File: src/rtl/dcache_ctrl_pkg.sv
`default_nettype none
// ============================================================================
// Module  : dcache_ctrl_pkg
// Purpose : FSM state encoding and address-field widths for the data cache.
// Rev     : 1.0  initial release
// ============================================================================
package dcache_ctrl_pkg;

  localparam int c_ADDR_BITS  = 32;
  localparam int c_DATA_BITS  = 32;
  localparam int c_INDEX_BITS = 4;
  localparam int c_WORD_BITS  = 2;

  localparam logic [1:0] c_IDLE   = 2'd0;
  localparam logic [1:0] c_REFILL = 2'd1;
  localparam logic [1:0] c_WRITE  = 2'd2;
  localparam logic [1:0] c_WDONE  = 2'd3;

  // Tag takes whatever is left above index, word offset and byte offset.
  function automatic int tagBits(input int indexBits, input int wordBits);
    return c_ADDR_BITS - indexBits - wordBits - 2;
  endfunction

endpackage
`default_nettype wire

File: src/rtl/dcache_array.sv
`default_nettype none
// ============================================================================
// Module  : dcache_array
// Purpose : Valid/tag/data storage, combinational read, synchronous write.
// Rev     : 1.0  initial release
// ============================================================================
module dcache_array
  import dcache_ctrl_pkg::*;
#(
  parameter int INDEX_BITS = c_INDEX_BITS,
  parameter int WORD_BITS  = c_WORD_BITS,
  parameter int TAG_BITS   = tagBits(c_INDEX_BITS, c_WORD_BITS)
) (
  input  logic                   clk,
  input  logic                   rst,
  input  logic [INDEX_BITS-1:0]  rdIndex,
  input  logic [WORD_BITS-1:0]   rdWord,
  output logic                   rdValid,
  output logic [TAG_BITS-1:0]    rdTag,
  output logic [c_DATA_BITS-1:0] rdData,
  input  logic [INDEX_BITS-1:0]  wrIndex,
  input  logic [WORD_BITS-1:0]   wrWord,
  input  logic [c_DATA_BITS-1:0] wrData,
  input  logic                   wrEn,
  input  logic [TAG_BITS-1:0]    wrTag,
  input  logic                   tagWrEn
);

  localparam int c_LINES = 1 << INDEX_BITS;
  localparam int c_WORDS = 1 << WORD_BITS;

  logic [c_LINES-1:0]     r_valid;
  logic [TAG_BITS-1:0]    r_tag  [c_LINES];
  logic [c_DATA_BITS-1:0] r_data [c_LINES][c_WORDS];

  always_ff @(posedge clk) begin
    if (rst) begin
      r_valid <= '0;
    end else if (tagWrEn) begin
      r_valid[wrIndex] <= 1'b1;
    end
  end

  // Tag and data contents are meaningless while invalid, so they need no reset.
  always_ff @(posedge clk) begin
    if (tagWrEn) begin
      r_tag[wrIndex] <= wrTag;
    end
    if (wrEn) begin
      r_data[wrIndex][wrWord] <= wrData;
    end
  end

  assign rdValid = r_valid[rdIndex];
  assign rdTag   = r_tag[rdIndex];
  assign rdData  = r_data[rdIndex][rdWord];

endmodule
`default_nettype wire

File: src/rtl/dcache_ctrl.sv
`default_nettype none
// ============================================================================
// Module  : dcache_ctrl
// Purpose : Direct-mapped write-through, no-write-allocate MEM-stage cache.
// Rev     : 1.0  initial release
// ============================================================================
module dcache_ctrl
  import dcache_ctrl_pkg::*;
#(
  parameter int INDEX_BITS = c_INDEX_BITS,
  parameter int WORD_BITS  = c_WORD_BITS
) (
  input  logic        clk,
  input  logic        rst,
  input  logic        memRead,
  input  logic        memWrite,
  input  logic [31:0] addr,
  input  logic [31:0] writeData,
  output logic [31:0] readData,
  output logic        hit,
  output logic        memReq,
  output logic        memWe,
  output logic [31:0] memAddr,
  output logic [31:0] memWData,
  input  logic [31:0] memRData,
  input  logic        memReady
);

  localparam int c_TAG_BITS = tagBits(INDEX_BITS, WORD_BITS);
  localparam logic [WORD_BITS-1:0] c_LAST_WORD = '1;

  logic [1:0]            r_state;
  logic [1:0]            w_nextState;
  logic [WORD_BITS-1:0]  r_count;

  logic [WORD_BITS-1:0]  w_word;
  logic [INDEX_BITS-1:0] w_index;
  logic [c_TAG_BITS-1:0] w_tag;
  logic                  w_unusedByteBits;

  logic                  w_rdValid;
  logic [c_TAG_BITS-1:0] w_rdTag;
  logic [31:0]           w_rdData;
  logic                  w_lookupHit;

  logic [WORD_BITS-1:0]  w_wrWord;
  logic [31:0]           w_wrData;
  logic                  w_dataWe;
  logic                  w_tagWe;

  assign w_word           = addr[WORD_BITS+1:2];
  assign w_index          = addr[WORD_BITS+INDEX_BITS+1:WORD_BITS+2];
  assign w_tag            = addr[31:WORD_BITS+INDEX_BITS+2];
  assign w_unusedByteBits = ^addr[1:0];

  dcache_array #(
    .INDEX_BITS (INDEX_BITS),
    .WORD_BITS  (WORD_BITS),
    .TAG_BITS   (c_TAG_BITS)
  ) u_array (
    .clk     (clk),
    .rst     (rst),
    .rdIndex (w_index),
    .rdWord  (w_word),
    .rdValid (w_rdValid),
    .rdTag   (w_rdTag),
    .rdData  (w_rdData),
    .wrIndex (w_index),
    .wrWord  (w_wrWord),
    .wrData  (w_wrData),
    .wrEn    (w_dataWe),
    .wrTag   (w_tag),
    .tagWrEn (w_tagWe)
  );

  assign w_lookupHit = w_rdValid && (w_rdTag == w_tag);

  always_comb begin
    w_nextState = r_state;
    hit         = 1'b0;
    readData    = '0;
    memReq      = 1'b0;
    memWe       = 1'b0;
    memAddr     = '0;
    memWData    = '0;
    w_wrWord    = w_word;
    w_wrData    = writeData;
    w_dataWe    = 1'b0;
    w_tagWe     = 1'b0;
    case (r_state)
      c_IDLE: begin
        if (memWrite) begin
          w_nextState = c_WRITE;
        end else if (memRead) begin
          if (w_lookupHit) begin
            hit      = 1'b1;
            readData = w_rdData;
          end else begin
            w_nextState = c_REFILL;
          end
        end else begin
          hit = 1'b1;
        end
      end
      c_REFILL: begin
        memReq   = 1'b1;
        memAddr  = {w_tag, w_index, r_count, 2'b00};
        w_wrWord = r_count;
        w_wrData = memRData;
        if (memReady) begin
          w_dataWe = 1'b1;
          if (r_count == c_LAST_WORD) begin
            w_tagWe     = 1'b1;
            w_nextState = c_IDLE;
          end
        end
      end
      c_WRITE: begin
        memReq   = 1'b1;
        memWe    = 1'b1;
        memAddr  = {addr[31:2], 2'b00};
        memWData = writeData;
        if (memReady) begin
          // No allocate: only a line already holding this block is updated.
          w_dataWe    = w_lookupHit;
          w_nextState = c_WDONE;
        end
      end
      c_WDONE: begin
        hit         = 1'b1;
        w_nextState = c_IDLE;
      end
      default: w_nextState = c_IDLE;
    endcase
  end

  always_ff @(posedge clk) begin
    if (rst) begin
      r_state <= c_IDLE;
      r_count <= '0;
    end else begin
      r_state <= w_nextState;
      if (r_state == c_IDLE) begin
        r_count <= '0;
      end else if (r_state == c_REFILL && memReady) begin
        r_count <= r_count + 1'b1;
      end
    end
  end

endmodule
`default_nettype wire

File: config.mk
export PLATFORM = sky130hd
export DESIGN_NAME = dcache_ctrl
export DESIGN_NICKNAME = d
export VERILOG_FILES = /design/src/rtl/dcache_ctrl_pkg.sv /design/src/rtl/dcache_array.sv /design/src/rtl/dcache_ctrl.sv
export SDC_FILE = /design/constraint.sdc
export NUM_CORES = 2
export LEC_CHECK = 0
export ABC_AREA = 1
export CAP_MARGIN = 25
export CORE_ASPECT_RATIO = 0.5
export CORE_UTILIZATION = 30
export DETAILED_ROUTE_END_ITERATION = 8
export SLEW_MARGIN = 25
export SYNTH_ARGS = -nofsm -noshare
export SYNTH_HDL_FRONTEND = slang
export SYNTH_SLANG_ARGS = --single-unit
File: constraint.sdc
create_clock -name clk -period 6.9 [get_ports clk]
set_input_delay 1.38 -clock clk [delete_from_list [all_inputs] [get_ports clk]]
set_output_delay 1.38 -clock clk [all_outputs]
set_load 0.005 [all_outputs]
==> reports/metrics.yaml <==
status: "completed"
rsz0062_at_grt: "false"
place_congestion: 0.809
use_met2_pct: 27.7
grt_pass1_vias: 53700
use_met3_pct: 2.67
cp-end-kind: "output port"
cts_resized: 0
worstSetupPathType: "input port to output port"
cts_hold_buf: 0
layout-drive-gt1-share_pct: 11.1
grt_overflow: 0
tightest_slew_ns: 1.09
clock_latency_ns: 0.86
p_total_mw: 33.6
max-vdd-ir-drop_mv: 0.376
drt_iter0_drc: 6865
place_area_mm2: 0.102
fin_worst_skew_ns: 0.0601
synth-seq-area-share_pct: 79.8
cts_buffers: 224
final_core_util_pct: 35.7
relSlewSlack_pct: 27.3
timing.final.hold_violations: 0
area_growth_pct: 18.2
firstDrtPassIters: 6
num_rows: 143
numPortBuffers: 195
tritoncts: "done"
synth-edff-count: 2432
path_clk_slew_ns: 0.06
fin_crit_ns: 6.71
core_mm2: 0.304
drt-wirelength-per-cell_um: 25.3
htree_levels: 4
max_freq_mhz: 149
antenna_found_initial: 13
via_per_inst: 5.27
cts_sinks: 2452
finish.instance_area_mm2: 0.109
syn_area_mm2: 0.0920
ys_warn_count: 0
min_path_type: "register to register"
die_x_um: 785
antenna_left: 0
netlist_instances: 6152
drc_errors: 0
slew_viol_final: 0
nets: 6577
avgSynthCellArea_um2: 15.0
grtUsageTotal_pct: 16.8
p_leak_nw: 34.4
pwr_density_cell_mw_per_mm2: 309
grt_max_degree: 143
grt_busiest_layer: "met2"
post-route-period-util_pct: 97.3
dp.final_hpwl_mm: 149
initial_core_util_pct: 30.2
reg2reg_depth: 18
cp_data_required_time_ns: 5.52
finalSetupTns_ns: 0
synth_cell_types: 41
drt_wl_total_mm: 271
cp-start-kind: "input port"
whs_path_depth: 2
maxCapViolCount: 0
synthArstFlopShare_pct: 0
die_h_um: 394
io_pins: 200
critPathArrivalTime_ns: 5.33
setup_viol_count_final: 0
grt_pass1_wl_mm: 384
die_area_mm2: 0.309
grtUsageMet1_pct: 22.8
crit_fanout: 12
ys_ff_latch: 2452
postCtsSetupBuffers: 0
clock_path_buffers: 3
ys.flop_type: "edfxtp_1"
num_vias: 56500
root_buffer: "clkbuf_16"
cell usage in the layout (no fill, tap or decap), drive strengths merged:
cell type / netlist / routed
edfxtp: 2432 / 2432
nand2: 1041 / 1041
o22ai: 921 / 921
o21ai: 471 / 471
nor2: 316 / 316
buf: 140 / 300
clkbuf: 258 / 279
clkdlybuf4s50: 0 / 190
clkinv: 1 / 109
inv: 98 / 104
nand3: 92 / 92
o221ai: 85 / 85
nand4: 69 / 69
o22a: 62 / 62
a21oi: 42 / 42
o211ai: 25 / 25
dfxtp: 20 / 20
a221oi: 19 / 19
a41oi: 19 / 19
bufinv: 0 / 12
nor3: 8 / 8
diode: 0 / 6
and3: 6 / 6
a31oi: 6 / 6
clkinvlp: 0 / 6
ha: 5 / 5
or2: 3 / 3
nand3b: 3 / 3
nor3b: 3 / 3
a211oi: 2 / 2
conb: 1 / 2
o21bai: 1 / 1
nor4: 1 / 1
nor2b: 1 / 1
o2111ai: 1 / 1
final cells by class:
cell class	instances	area, um2
inverter	99	387
timing repair buffer	490	5540
clock inverter	132	1090
antenna	6	15.0
clock buffer	279	5900
tap	4060	5080
sequential	2452	73400
multi-input combinational	3204	17300
fill	28600	196000
synthesized netlist by cell type (2+ instances only):
cell | number | area share [%]
inv_2 | 4 | 0.016
o22ai_1 | 921 | 6.3
nand2_1 | 1038 | 4.2
edfxtp_1 | 2432 | 79
o21ai_0 | 451 | 2.5
a41oi_1 | 19 | 0.18
nand3_1 | 88 | 0.48
or2_2 | 3 | 0.020
nand3_4 | 4 | 0.076
nor3b_1 | 3 | 0.024
o22a_1 | 62 | 0.59
nor3_1 | 8 | 0.044
nor2_2 | 3 | 0.020
nand3b_1 | 3 | 0.024
a31oi_1 | 6 | 0.041
clkbuf_1 | 258 | 1.1
buf_4 | 12 | 0.098
buf_2 | 82 | 0.45
a221oi_1 | 19 | 0.18
nand4_1 | 69 | 0.47
a211oi_1 | 2 | 0.016
inv_1 | 94 | 0.38
and3_1 | 6 | 0.041
buf_6 | 8 | 0.098
ha_1 | 5 | 0.068
buf_1 | 38 | 0.16
nand2_2 | 2 | 0.014
a21oi_1 | 42 | 0.23
dfxtp_1 | 20 | 0.44
o21ai_1 | 19 | 0.10
nor2_1 | 313 | 1.3
o221ai_1 | 85 | 0.81
o211ai_1 | 25 | 0.20
routing by layer:
layer  share of wire, %  vias to the layer above  wire length, um
met5              0.016                        -               44
met4                3.2                       10             8560
met3                8.1                      458            21900
met2                 48                     2550           130000
met1                 41                    28900           110000
li1                   -                    24600                -
registers in the layout, summed over array words and instances, names as in the netlist:
register         cells
r_count              2
u_array.r_tag      384
u_array.r_data    2048
u_array.r_valid     16
r_state              2
power breakdown:
part           leakage, nW  internal [mW]  switching, mW
Sequential            22.1           17.8         0.0133
Clock                 3.39           6.50           5.47
Combinational         8.91          0.799           2.98
Total                 34.4           25.1           8.47
kinds of logic after synthesis:
family	after synthesis	synth area share, %
flip-flops	2452	79.8
AO/OA/AOI/OAI	1654	11.1
AND/OR/NAND/NOR	1543	6.75
buffers and inverters	497	2.25
adder cells (fa/ha/maj)	5	0.0680
other	1	0.00408
metrics by stage:
stage | hold WS (ns) | setup WS, ns | std cells
CTS | 0.474 | 0.247 | 10700
floorplan | 0.433 | 1.80 | 6153
global route | 0.497 | 0.0946 | 10700
finish | 0.473 | 0.190 | 10700
global placement | 0.449 | 0.255 | 10300
detailed placement | 0.461 | 0.262 | 10300
path summary, 6_finish.rpt:
| kind | startpoint | to | slack, ns |
|---|---|---|---|
| max | addr[7] | readData[21] | 0.19 |
| min | u_array.r_valid[1] | u_array.r_valid[1] | 0.47 |
| max reg2reg | u_array.r_tag[5][9] | u_array.r_data[6][23] | 2.86 |
| min reg2reg | u_array.r_valid[1] | u_array.r_valid[1] | 0.47 |
worst max-delay path, stage by stage:
cell             delay [ns]
clkdlybuf4s50_1        0.64
inv_1                  0.14
nor2_4                 0.62
inv_2                  0.47
buf_4                  0.32
o22ai_1                0.27
a221oi_1               0.09
buf_4                  0.19
a21oi_1                0.16
o21ai_0                0.32
nand3_1                0.19
nor2_1                 0.06
clkdlybuf4s50_1        0.46
No activity file was read; power rests on OpenSTA's default activity.
